--- src/rtl/bist_misr_ora.sv ---
// ---------------------------------------------------------------------------
// bist_misr_ora
// Output response analyzer for the SPI BIST path. Compacts each response
// word from the circuit under test into an 8-bit MISR (polynomial
// x^8+x^6+x^5+x^4+1, same as the pattern generator). After PATTERN_COUNT
// responses the signature is compared with GOLDEN_SIG and done/pass are
// reported to the BIST controller.
//
// Ports:
//   clk         in   system clock, rising edge
//   reset       in   asynchronous, active-high; returns to IDLE
//   start       in   single-cycle run request (honoured in IDLE and DONE)
//   abort       in   synchronous run cancel; beats start and resp_valid
//   resp_valid  in   resp_data holds a valid response this cycle
//   resp_data   in   [WIDTH-1:0] response word
//   busy        out  high in RUN and CHECK
//   done        out  high in DONE
//   pass        out  signature matched GOLDEN_SIG (valid while done=1)
//   signature   out  [WIDTH-1:0] live MISR register
//   resp_count  out  [7:0] responses compacted in the current run
// ---------------------------------------------------------------------------
module bist_misr_ora #(
    parameter int               WIDTH         = 8,
    parameter int               PATTERN_COUNT = 255,
    parameter logic [WIDTH-1:0] MISR_SEED     = 8'h00,
    parameter logic [WIDTH-1:0] GOLDEN_SIG    = 8'h00
) (
    input  logic             clk,
    input  logic             reset,
    input  logic             start,
    input  logic             abort,
    input  logic             resp_valid,
    input  logic [WIDTH-1:0] resp_data,
    output logic             busy,
    output logic             done,
    output logic             pass,
    output logic [WIDTH-1:0] signature,
    output logic [7:0]       resp_count
);

    typedef enum logic [1:0] {
        IDLE  = 2'd0,
        RUN   = 2'd1,
        CHECK = 2'd2,
        DONE  = 2'd3
    } state_t;

    // Count value at which the incoming response is the last one of a run.
    localparam logic [7:0] LAST_CNT = 8'(PATTERN_COUNT - 1);

    state_t           state_q, state_d;
    logic [WIDTH-1:0] sig_q, sig_d;
    logic [7:0]       cnt_q, cnt_d;
    logic             busy_q, busy_d;
    logic             done_q, done_d;
    logic             pass_q, pass_d;

    // One MISR step: shift left with feedback from taps 7,5,4,3, then fold
    // in the response word.
    function automatic logic [WIDTH-1:0] misr_next(input logic [WIDTH-1:0] s,
                                                   input logic [WIDTH-1:0] d);
        logic fb;
        fb = s[7] ^ s[5] ^ s[4] ^ s[3];
        return {s[6:0], fb} ^ d;
    endfunction

    always_ff @(posedge clk or posedge reset) begin
        if (reset) begin
            state_q <= IDLE;
            sig_q   <= '0;
            cnt_q   <= '0;
            busy_q  <= 1'b0;
            done_q  <= 1'b0;
            pass_q  <= 1'b0;
        end else begin
            state_q <= state_d;
            sig_q   <= sig_d;
            cnt_q   <= cnt_d;
            busy_q  <= busy_d;
            done_q  <= done_d;
            pass_q  <= pass_d;
        end
    end

    always_comb begin
        state_d = state_q;
        sig_d   = sig_q;
        cnt_d   = cnt_q;
        pass_d  = pass_q;

        if (abort) begin
            // Signature and count are left alone so they can be inspected.
            state_d = IDLE;
            pass_d  = 1'b0;
        end else begin
            unique case (state_q)
                IDLE, DONE: begin
                    if (start) begin
                        sig_d   = MISR_SEED;
                        cnt_d   = '0;
                        pass_d  = 1'b0;
                        state_d = RUN;
                    end
                end
                RUN: begin
                    if (resp_valid) begin
                        sig_d = misr_next(sig_q, resp_data);
                        cnt_d = cnt_q + 8'd1;
                        if (cnt_q == LAST_CNT) begin
                            state_d = CHECK;
                        end
                    end
                end
                CHECK: begin
                    pass_d  = (sig_q == GOLDEN_SIG);
                    state_d = DONE;
                end
                default: state_d = IDLE;
            endcase
        end

        // Status flags are registered copies of the next state so they
        // change on the same edge as the state itself.
        busy_d = (state_d == RUN) || (state_d == CHECK);
        done_d = (state_d == DONE);
    end

    assign busy       = busy_q;
    assign done       = done_q;
    assign pass       = pass_q;
    assign signature  = sig_q;
    assign resp_count = cnt_q;

endmodule

--- config.mk ---
export PLATFORM = sky130hd
export DESIGN_NAME = bist_misr_ora
export DESIGN_NICKNAME = d
export VERILOG_FILES = /design/src/rtl/bist_misr_ora.sv
export SDC_FILE = /design/constraint.sdc
export NUM_CORES = 1
export LEC_CHECK = 0
export BUFFER_PORTS_ARGS = -buffer_cell sky130_fd_sc_hd__buf_2
export CELL_PAD_IN_SITES_DETAIL_PLACEMENT = 1
export CELL_PAD_IN_SITES_GLOBAL_PLACEMENT = 1
export CORE_MARGIN = 2
export CORE_UTILIZATION = 34
export CTS_CLUSTER_DIAMETER = 50
export CTS_CLUSTER_SIZE = 20
export DETAILED_ROUTE_END_ITERATION = 6
export GPL_TIMING_DRIVEN = 0
export PLACE_DENSITY = 0.83
export SKIP_CTS_REPAIR_TIMING = 1
export SLEW_MARGIN = 10
export SYNTH_ARGS = -nofsm -noshare
export SYNTH_HDL_FRONTEND = slang
export SYNTH_SLANG_ARGS = --single-unit
--- constraint.sdc ---
create_clock -name clk -period 1.6 [get_ports clk]
set_clock_uncertainty 0.05 [all_clocks]
set_input_delay 0.08 -clock clk [delete_from_list [all_inputs] [get_ports clk]]
set_output_delay 0.08 -clock clk [all_outputs]
set_load 0.005 [all_outputs]
After elaboration in Yosys (flattened, before gate mapping). Index checks and enable logic that the tools add are counted.

Register bits: 21. Input bits: 13. Output and inout port bits: 19. Logic and storage cells: 43.

Add/subtract/negate cells: 1. Eq/ne operators: 10. Mux-type cells: 13. Bitwise operators: 5. Reductions and logical operators: 8.

Operators by type and width (count): $pmux W8 S2 (2); $mux W8 (3); $add A8 B1 Y8 const B (1); $eq A2 B2 Y1 const B (4); $eq A8 B8 Y1 const B (1); $logic_not A8 Y1 (1); $mux W2 (4); $xor A8 B8 Y8 (1); $pmux W2 S3 (1); $eq A2 B1 Y1 const B (2); $ne A2 B2 Y1 const B (2); $reduce_and A4 Y1 (1); $ne A3 B3 Y1 const B (1); $reduce_bool A3 Y1 (1); $xor A1 B1 Y1 (3); $logic_not A2 Y1 (1); $mux W1 (2); $pmux W1 S2 (1); $reduce_and A2 Y1 (1); $reduce_bool A2 Y1 (1); $reduce_or A2 Y1 (1); $logic_or A1 B1 Y1 (1); $not A1 Y1 (1).

Logic depth before layout (Yosys ltp). Gate-level depths: netlist of run 1.

Depth after elaboration: 7. Gate-level depth with buffers: 9. Depth with buffers taken out: 6.

Worst setup path before layout of run 1. OpenSTA, ideal clock, no wires.

Path kind: register -> register. Start point: reg state_q[0]. End point: reg busy_q (netlist: busy). Library setup time: 0.126 ns. Arrival time: 1.543 ns. Data required time: 1.424 ns. Path slack: -0.119 ns. Stages on the path, launching flop included: 7. Path buffers: 0. Clock period less this slack: 1.719 ns. Path through: dfrtp_1 > inv_1 > ha_1 > mux2_2 > inv_1 > a221oi_1 > ha_1.

Longest elaborated chain between the ends: 6. Elaborated cells on any way between the ends: 13. Classes of those cells: eq/ne (5); mux (5); reduce/logical (3).

RTL lines: start, declared (RTL line 51) `state_t state_q, state_d;`; start signal, assigned (RTL line 76) `state_q <= state_d;`; $eq A2 B2 Y1 (tied with other cells) (RTL line 96) `unique case (state_q)`; $reduce_or A2 Y1 / $mux W2 (equally long branches) (RTL line 96, 106); $pmux W2 S3 * (RTL line 96); $mux W2 * (RTL line 91) `if (abort) begin`; via state_d[0] (RTL line 51); $eq A2 B1 Y1 / $eq A2 B2 Y1 (equally long branches) (RTL line 124) `busy_d = (state_d == RUN) || (state_d == CHECK);`; $logic_or A1 B1 Y1 * (RTL line 124); via busy_d (RTL line 54) `logic busy_q, busy_d;`; end signal, assigned (RTL line 79) `busy_q <= busy_d;`; end, declared (RTL line 54).

The timed path passes the listed nets; every way through them passes the cells marked *. A chain may end at the register's enable or synchronous reset.

Final worst setup path of run 1.
Start point: reg state_q[0]. End point: reg cnt_q[4] (netlist: resp_count[4]).

Longest elaborated chain between the ends: 4. Elaborated cells on any way between the ends: 9. Classes of those cells: eq/ne (4); mux (1); reduce/logical (4).

RTL lines: $eq A2 B2 Y1 / $logic_not A2 Y1 (equally long branches) (RTL line 96); $reduce_or A2 Y1 (RTL line 96); $ne A2 B2 Y1 (no source line) / $reduce_bool A2 Y1 (equally long branches); $reduce_and A4 Y1 (no source line); end signal, assigned (RTL line 78) `cnt_q <= cnt_d;`; end, declared (RTL line 53) `logic [7:0] cnt_q, cnt_d;`.

Several ways; a longest one is shown, not always the timed one.

==> results of run 1 <==
==> worst paths after layout <==
check | startpoint | end | slack, ps | cells after the start
worst max-delay path | state_q[0]$_DFF_PP0_ | resp_count[4]$_DFFE_PP0P_ | -200 | 7
worst min-delay path | resp_data[2] | signature[2]$_DFFE_PP0P_ | -20 | 3
worst max register to register | state_q[0]$_DFF_PP0_ | resp_count[4]$_DFFE_PP0P_ | -200 | 7
worst min register to register | pass$_DFFE_PP0P_ | pass$_DFFE_PP0P_ | 500 | 2
max in group asynchronous | reset | state_q[1]$_DFF_PP0_ | 600 | 3
min in group asynchronous | reset | resp_count[3]$_DFFE_PP0P_ | 390 | 3
==> critical path, stage by stage, from the launching register on <==
cell and delay (ps):
dfrtp_1 460, inv_2 110, ha_4 220, inv_2 70, o221ai_4 130, buf_4 160
or4_4 470, nand3_1 90
==> report_power, final <==
part / total [mW] / switching (mW) / internal, mW / leakage [nW]
logic: 0.433 / 0.216 / 0.217 / 0.452
registers: 0.692 / 0.0984 / 0.593 / 0.287
clock network: 0.277 / 0.183 / 0.0939 / 0.0177
==> registers in the layout (all words and copies together), names as in the netlist <==
| signal | count |
|---|---|
| done | 1 |
| resp_count | 8 |
| busy | 1 |
| pass | 1 |
| signature | 8 |
| state_q | 2 |
==> cell type report <==
type                    count  area share [%]
flip-flops and latches     21            32.3
plain buffers               4            2.31
clock buffers               3            1.39
clock inverters             1           0.308
multi-input cells          87            41.1
well taps                  46            3.54
inverters                   7            2.23
repair buffers             45            16.8
==> per-layer routing <==
metal	share of wire [%]	vias to the layer above	routed length, um
li1	-	524	-
met1	39	579	1370
met2	56	24	1960
met3	3.0	8	106
met4	2.1	0	74
met5	0	-	0
==> metrics by stage <==
step	TNS [ps]	setup slack, ps	total power [mW]
2_1_floorplan	-108	-82.0	0.905
3_3_place_gp	-3040	-210	1.04
3_5_place_dp	-4280	-276	1.06
4_1_cts	-4850	-314	1.33
5_1_grt	-3530	-263	1.48
6_report	-1830	-195	1.40
==> logic make-up (layout without fill, tap and decap cells) <==
group	count (synthesis)	in the layout	share of synthesized area (%)
buffers and inverters	12	60	5.82
flip-flops	21	21	45.3
AO/OA/AOI/OAI	21	21	13.5
multiplexers	1	1	0.970
adder cells (fa/ha/maj)	5	5	5.39
AND/OR/NAND/NOR	49	49	20.8
XOR/XNOR	11	11	8.30
==> cells in the final DEF (no fill, tap or decap), types with 2 or more instances in the layout <==
cell type / n
or4_4: 2
inv_1: 2
or4b_1: 2
nor2_1: 5
buf_2: 31
ha_1: 3
clkbuf_4: 3
inv_2: 3
nand2_1: 22
buf_4: 9
ha_4: 2
nor3_1: 2
dlygate4sd3_1: 5
buf_6: 3
o211ai_1: 3
o31ai_1: 9
o21ai_0: 3
nand3_1: 6
xnor2_1: 10
nand4_1: 3
dfrtp_1: 21
==> run_results.csv, run 1 <==
group,metric,value,unit
global_routing,grt_use_total,17.4,%
timing,setup_ws,-195,ps
cells_and_area,syn2layout_area_growth,40.0,%
flow_run,cap_violations,0,
yosys,yosys_warnings,0,
floorplanning,die_x,62.4,um
timing,rsz0062_at_grt,"true",
clock_tree,htree_levels,1,
yosys,synth_cell_types,29,
clock_tree,path_clk_slew,130,ps
floorplanning,rows,21,
cells_and_area,layout.nets,187,
routing,avgRoutedWirePerCell,16.4,um
global_routing,grt_pass1_vias,1129,
yosys,ys.flop_type,"dfrtp_1",
yosys,async_flop_share,100,%
routing,viasPerCell,5.30,
timing,maxSlewViolCount,0,
global_routing,gr-usage-met3,3.42,%
timing,worstMarginPinSlew,818,ps
routing,vias,1135,
yosys,synth_nets,138,
timing,fmax,557,MHz
routing,ant_nets,0,
global_routing,grt_use_met1,20.2,%
timing,slew_headroom,45.4,%
yosys,ys_ff_latch,21,
clock_tree,root_buffer,"clkbuf_4",
placed_design,placed_area,1410,um^2
hold_path,hp-class,"in -> reg",
cells_and_area,final_core_util,49.1,%
floorplanning,die_h,62.4,um
worst_setup_path,critPathMaxFanout,5,
routing,dr.pass1.iters,6,
floorplanning,coreArea,3310,um^2
floorplanning,num_io_pins,32,
timing,final_hold_viol_count,1,
floorplanning,start_util,35.1,%
routing,drt_first_iter_violations,58,
outcome,violations,"hold timing, setup timing",
cells_and_area,multi_input_area,668,um^2
clock_tree,worst_skew_pair.late_latency,330,ps
clock_tree,cts_tree,"built",
timing,min_period,1800,ps
yosys,synth.most_common_cell,"nand2_1",
worst_setup_path,crit_arrival,2020,ps
timing,setup_viol,18,
global_routing,antenna_found_initial,0,
yosys,synth_top_area_share,45.3,%
cells_and_area,diodes,0,
placed_design,gp_congestion,0.748,
global_routing,met2_usage,31.5,%
cells_and_area,nFillCells,411,
clock_tree,cts_made_buffers,3,
yosys,syn_area_per_cell,9.68,um^2
global_routing,grt_max_degree,22,
routing,drt-total-wl,3.51,mm
cells_and_area,drive_gt1_share,38.7,%
routing,drc,0,
global_routing,grt_busiest_layer,"met2",
floorplanning,die_area,3900,um^2
yosys,netlist_top_cells_count,"22 x nand2_1, 21 x dfrtp_1, 10 x xnor2_1",
cells_and_area,finalNonFillerCells,214,
yosys,synth_top_area_cell,"dfrtp_1",
placed_design,io_buffers,31,
placed_design,dpl.hpwl,2.33,mm
yosys,synth_edf_count,0,
global_routing,grt-ovfl-total,0,
outcome,outcome,"finished, violations left",
power_and_ir_drop,power_density,863,nW/um^2
power_and_ir_drop,leakagePower,0.756,nW
yosys,netlist_instances,120,
timing,finalCritPeriodShare,112,%
cells_and_area,register_area,526,um^2
timing,hold_slack,-23.3,ps
worst_setup_path,endpoint_kind,"flop",
worst_setup_path,crit_type,"reg -> reg",
worst_setup_path,cp-start-kind,"flop",
clock_tree,clockBufferDepth,2,
yosys,syn-cell-area,1160,um^2
global_routing,grt_pass1_wl,5.37,mm
cells_and_area,stdcell_area,1630,um^2
worst_setup_path,required,1820,ps
yosys,yosys-top-cells-area,"dfrtp_1 45%, xnor2_1 7.5%, nand2_1 7.1%",
power_and_ir_drop,ir_drop,0.245,mV
placed_design,placedCellCount,197,
yosys,yosysSeqAreaShare,45.3,%
clock_tree,clock-sinks,21,
(Power assumes the default switching activity.)
==> run 2, diff against run 1 <==
--- a/config.mk
+++ b/config.mk
@@ -9,12 +9,12 @@
 export CELL_PAD_IN_SITES_DETAIL_PLACEMENT = 1
 export CELL_PAD_IN_SITES_GLOBAL_PLACEMENT = 1
 export CORE_MARGIN = 2
-export CORE_UTILIZATION = 34
+export CORE_UTILIZATION = 25
 export CTS_CLUSTER_DIAMETER = 50
 export CTS_CLUSTER_SIZE = 20
 export DETAILED_ROUTE_END_ITERATION = 6
 export GPL_TIMING_DRIVEN = 0
-export PLACE_DENSITY = 0.83
+export PLACE_DENSITY = 0.67
 export SKIP_CTS_REPAIR_TIMING = 1
 export SLEW_MARGIN = 10
 export SYNTH_ARGS = -nofsm -noshare
==> run 2 against run 1 <==
The run ends with setup timing left. Total power increased by 13%. Register-to-register slack improved by 20 ps. Critical path depth unchanged. Clock-buffer cell count increased by 1. Clock power increased by 30%. Die area increased by 34%. Combinational power increased by 20%. Fmax increased by 0.97%. Setup slack improved by 17 ps. Final cell count increased by 4.2%. Largest power group unchanged. Highest routed layer unchanged.
==> run_results.csv, run 2 (same netlist as run 1, synthesis figures left out) <==
group,metric,value,unit
outcome,outcome,"finished, violations left",
outcome,violations,"setup timing",
timing,fmax,562,MHz
routing,drt_first_iter_violations,59,
placed_design,gp_congestion,0.787,
worst_setup_path,required,1730,ps
power_and_ir_drop,ir_drop,0.326,mV
routing,drc,0,
cells_and_area,final_common_cell,"buf_2",
timing,final_hold_viol_count,0,
power_and_ir_drop,power_density,885,nW/um^2
worst_setup_path,rr_startpoint,"state_q[0]$_DFF_PP0_",
clock_tree,clockBufferDepth,2,
worst_setup_path,r2r_slack,-180,ps
worst_setup_path,r2r_end,"resp_count[5]$_DFFE_PP0P_",
floorplanning,start_util,26.3,%
clock_tree,cts_made_buffers,3,
power_and_ir_drop,power_frac_seq,44.3,%
power_and_ir_drop,leakagePower,0.827,nW
timing,slew_headroom,44.3,%
timing,worstMarginPinSlew,834,ps
floorplanning,coreArea,4410,um^2
timing,setup_viol,17,
routing,vias,1139,
worst_setup_path,cp-start-kind,"flop",
timing,setup_ws,-178,ps
floorplanning,die_h,72.2,um
routing,dr.pass1.iters,4,
global_routing,grt_max_degree,22,
floorplanning,die_area,5210,um^2
cells_and_area,finalNonFillerCells,223,
cells_and_area,syn2layout_area_growth,53.9,%
cells_and_area,stdcell_area,1790,um^2
power_and_ir_drop,swShare,34.6,%
placed_design,placedCellCount,203,
worst_setup_path,reg2reg_depth,7,
global_routing,grt_pass1_wl,5.42,mm
worst_setup_path,endpoint_kind,"flop",
worst_setup_path,crit_arrival,1900,ps
cells_and_area,diodes,0,
worst_setup_path,critPathMaxFanout,5,
clock_tree,cts_tree,"built",
cells_and_area,final_core_util,40.5,%
timing,maxSlewViolCount,0,
worst_setup_path,crit_type,"reg -> reg",
timing,rsz0062_at_grt,"true",
floorplanning,rows,24,
power_and_ir_drop,p_int,1.03,mW
power_and_ir_drop,p_clk_share,22.8,%
placed_design,dpl.hpwl,2.44,mm
flow_run,cap_violations,0,
power_and_ir_drop,p_switching,546,uW
global_routing,grt_use_total,13.5,%
placed_design,placed_area,1410,um^2
floorplanning,num_io_pins,32,
cells_and_area,drive_gt1_share,52.0,%
clock_tree,root_buffer,"clkbuf_8",
timing,finalCritPeriodShare,111,%
worst_setup_path,crit_start,"state_q[0]$_DFF_PP0_",
clock_tree,clock-sinks,21,
hold_path,hp-class,"in -> reg",
global_routing,antenna_found_initial,0,
cells_and_area,layout.nets,190,
hold_path,whs_path_depth,2,
routing,avgRoutedWirePerCell,16.4,um
power_and_ir_drop,comb_power_share,33.0,%
clock_tree,worst_skew_pair.late_latency,260,ps
routing,drt-total-wl,3.66,mm
global_routing,grt_pass1_vias,1126,
clock_tree,path_clk_slew,80,ps
global_routing,grt-ovfl-total,0,
worst_setup_path,crit_end,"resp_count[5]$_DFFE_PP0P_",
clock_tree,htree_levels,1,
placed_design,io_buffers,31,
routing,ant_nets,0,
routing,viasPerCell,5.11,
floorplanning,die_x,72.2,um
cells_and_area,layout_common_cells,"31 x buf_2, 20 x dfrtp_1, 13 x nand2_1",
timing,min_period,1780,ps
==> run 2: worst max-delay path: stages (launching register included) <==
cell      delay (ps)
dfrtp_1          410
buf_6            130
ha_4             180
inv_8             60
o221ai_4         150
buf_6            150
or4b_1           470
o211ai_1         100
==> run 2: worst min path at each step <==
stage / start / slack, ps / end
after floorplan: reset / 7 / busy$_DFF_PP0_
after global placement: reset / 230 / done$_DFF_PP0_
after detailed placement: reset / 250 / done$_DFF_PP0_
after CTS: reset / -30 / state_q[1]$_DFF_PP0_
final: abort / 40 / pass$_DFFE_PP0P_
after global routing: abort / 60 / pass$_DFFE_PP0P_
==> run 2: cell type report <==
| type | instances | area (um^2) |
|---|---|---|
| Multi-Input combinational cell | 87 | 759 |
| Timing Repair Buffer | 48 | 314 |
| Sequential cell | 21 | 527 |
| Clock buffer | 4 | 45.0 |
| Buffer | 4 | 42.5 |
| Fill cell | 506 | 2630 |
| Tap cell | 52 | 65.1 |
| Inverter | 7 | 33.8 |
==> run 2: stage by stage <==
stage	TNS (ps)	power [mW]	hold slack, ps	setup slack, ps
floorplan	-108	0.905	6.53	-82.0
detailed placement	-4480	1.06	250	-298
CTS	-4860	1.42	-29.8	-312
finish	-1440	1.58	40.5	-178
global route	-2680	1.67	58.6	-213
global placement	-3440	1.04	232	-242
==> run 2: layer usage <==
| metal | share of wire, % | vias up | global-route usage, % |
|---|---|---|---|
| li1 | - | 530 | - |
| met1 | 42 | 581 | 16.3 |
| met2 | 53 | 24 | 23.6 |
| met3 | 3.6 | 4 | 2.78 |
| met4 | 1.1 | 0 | 4.82 |
| met5 | 0 | - | 0 |
==> run 2: power by group through the flow <==
stage / Sequential, mW / Combinational [mW] / Clock (mW)
2_1_floorplan: 0.683 / 0.222 / 0
3_3_place_gp: 0.692 / 0.350 / 0
3_5_place_dp: 0.698 / 0.365 / 0
4_1_cts: 0.688 / 0.366 / 0.366
5_1_grt: 0.714 / 0.567 / 0.393
6_report: 0.700 / 0.521 / 0.360
==> run 3, diff against run 2 <==
--- a/config.mk
+++ b/config.mk
@@ -7,14 +7,15 @@
 export LEC_CHECK = 0
 export BUFFER_PORTS_ARGS = -buffer_cell sky130_fd_sc_hd__buf_2
 export CELL_PAD_IN_SITES_DETAIL_PLACEMENT = 1
-export CELL_PAD_IN_SITES_GLOBAL_PLACEMENT = 1
+export CELL_PAD_IN_SITES_GLOBAL_PLACEMENT = 2
 export CORE_MARGIN = 2
-export CORE_UTILIZATION = 25
+export CORE_UTILIZATION = 27
 export CTS_CLUSTER_DIAMETER = 50
 export CTS_CLUSTER_SIZE = 20
 export DETAILED_ROUTE_END_ITERATION = 6
 export GPL_TIMING_DRIVEN = 0
-export PLACE_DENSITY = 0.67
+export MAX_ROUTING_LAYER = met4
+export PLACE_DENSITY = 0.83
 export SKIP_CTS_REPAIR_TIMING = 1
 export SLEW_MARGIN = 10
 export SYNTH_ARGS = -nofsm -noshare
==> run 3 against run 2 <==
The run still ends with setup timing left. Final cell count is 3.1% lower. First-iteration DRC count is 80% lower. Sequential cell count stayed put. Critical endpoint is now resp_count[3]$_DFFE_PP0P_. Cell area is 9.0% lower. Sequential share of layout area is 2.9 points higher.
==> run_results.csv, run 3 (same netlist as run 1, synthesis figures left out) <==
group,metric,value,unit
worst_setup_path,rr_startpoint,"state_q[1]$_DFF_PP0_",
placed_design,dpl.hpwl,2.35,mm
clock_tree,clock-sinks,21,
worst_setup_path,cp-start-kind,"flop",
clock_tree,clockBufferDepth,2,
flow_run,cap_violations,0,
clock_tree,root_buffer,"clkbuf_8",
timing,hold_slack,41.0,ps
floorplanning,coreArea,4060,um^2
cells_and_area,stdcell_area,1630,um^2
routing,ant_nets,0,
clock_tree,htree_levels,1,
timing,setup_tns,-1070,ps
timing,maxSlewViolCount,0,
clock_tree,cts_made_buffers,3,
worst_setup_path,r2r_slack,-140,ps
cells_and_area,drive_gt1_share,43.4,%
cells_and_area,finalNonFillerCells,216,
floorplanning,rows,23,
cells_and_area,layout_common_cells,"31 x buf_2, 22 x nand2_1, 21 x dfrtp_1",
cells_and_area,syn2layout_area_growth,40.0,%
global_routing,grt_pass1_wl,5.49,mm
placed_design,gp_congestion,0.734,
hold_path,whs_path_depth,2,
power_and_ir_drop,power_density,911,nW/um^2
timing,fmax,575,MHz
global_routing,antenna_found_initial,0,
routing,vias,1076,
placed_design,dp_slack,-324,ps
floorplanning,start_util,28.6,%
global_routing,grt_pass1_vias,1111,
routing,drt_first_iter_violations,12,
routing,avgRoutedWirePerCell,15.4,um
timing,setup_viol,17,
outcome,violations,"setup timing",
timing,min_period,1740,ps
worst_setup_path,critPathMaxFanout,6,
floorplanning,die_h,69.6,um
cells_and_area,diodes,0,
cells_and_area,layout.nets,185,
power_and_ir_drop,ir_drop,0.378,mV
worst_setup_path,endpoint_kind,"flop",
worst_setup_path,crit_arrival,1900,ps
timing,setup_ws,-140,ps
global_routing,grt-ovfl-total,0,
routing,viasPerCell,4.98,
routing,drt-total-wl,3.33,mm
placed_design,placed_area,1410,um^2
placed_design,placedCellCount,201,
hold_path,hp-class,"in -> reg",
worst_setup_path,crit_type,"reg -> reg",
timing,rsz0062_at_grt,"true",
global_routing,grt_use_total,14.6,%
hold_path,hold_end,"state_q[1]$_DFF_PP0_",
worst_setup_path,required,1760,ps
worst_setup_path,reg2reg_depth,6,
hold_path,min-delay-start,"abort",
timing,worstMarginPinSlew,855,ps
clock_tree,cts_tree,"built",
timing,final_hold_viol_count,0,
routing,drc,0,
clock_tree,path_clk_slew,90,ps
floorplanning,die_x,69.6,um
floorplanning,num_io_pins,32,
cells_and_area,final_common_cell,"buf_2",
floorplanning,die_area,4840,um^2
power_and_ir_drop,leakagePower,0.756,nW
worst_setup_path,r2r_end,"resp_count[3]$_DFFE_PP0P_",
global_routing,grt_max_degree,22,
worst_setup_path,crit_start,"state_q[1]$_DFF_PP0_",
routing,dr.pass1.iters,4,
outcome,outcome,"finished, violations left",
placed_design,io_buffers,31,
clock_tree,worst_skew_pair.late_latency,270,ps
timing,slew_headroom,42.9,%
timing,finalCritPeriodShare,109,%
## run 3: changes by cell type in the layout (fill, tap and decap cells not counted), moves of 2 or more
| cell | previous run | this run |
|---|---|---|
| buf_6 | 5 | 2 |
| nand2_1 | 13 | 22 |
| nand2_2 | 4 | 0 |
| nand2_4 | 5 | 0 |
| o31ai_1 | 1 | 7 |
| o31ai_2 | 6 | 2 |
| o31ai_4 | 2 | 0 |
## run 3: critical path: stages (launching register included)
cell and delay, ps:
dfrtp_1 440, ha_4 280, inv_2 70, o221ai_4 130
buf_6 160, or4_4 480, nand3_2 80
## run 3: worst max path at each step
stage	endpoint	slack (ps)	depth (start not counted)
floorplan	resp_count[3]$_DFFE_PP0P_	-80	8
global placement	resp_count[0]$_DFFE_PP0P_	-250	8
detailed placement	resp_count[0]$_DFFE_PP0P_	-320	8
CTS	resp_count[0]$_DFFE_PP0P_	-340	8
global route	resp_count[3]$_DFFE_PP0P_	-220	7
finish	resp_count[3]$_DFFE_PP0P_	-140	6
## run 3: power by group
part | internal, mW | total [mW] | switching, mW
Sequential | 0.594 | 0.686 | 0.0922
Clock | 0.174 | 0.364 | 0.190
Combinational | 0.220 | 0.431 | 0.211
## run 3: per-layer routing
layer | vias up | GRT usage (%) | routed length, um
li1 | 519 | - | -
met1 | 535 | 17.2 | 1400
met2 | 17 | 25.3 | 1810
met3 | 5 | 1.89 | 74
met4 | 0 | 5.23 | 47
met5 | - | - | 0
## run 3: cell type report
class	count	area, um^2
Fill cell	463	2430
Multi-Input combinational cell	87	674
Sequential cell	21	526
Timing Repair Buffer	43	251
Tap cell	50	62.6
Clock buffer	3	41.3
Inverter	7	33.8
Buffer	4	31.3
Clock inverter	1	5.00
## run 3: metrics by stage
stage | total power, mW | utilization [%]
6_report | 1.48 | 40.1
5_1_grt | 1.59 | 40.1
4_1_cts | 1.42 | 35.9
3_5_place_dp | 1.06 | 34.8
3_3_place_gp | 1.04 | 34.8
2_1_floorplan | 0.905 | -
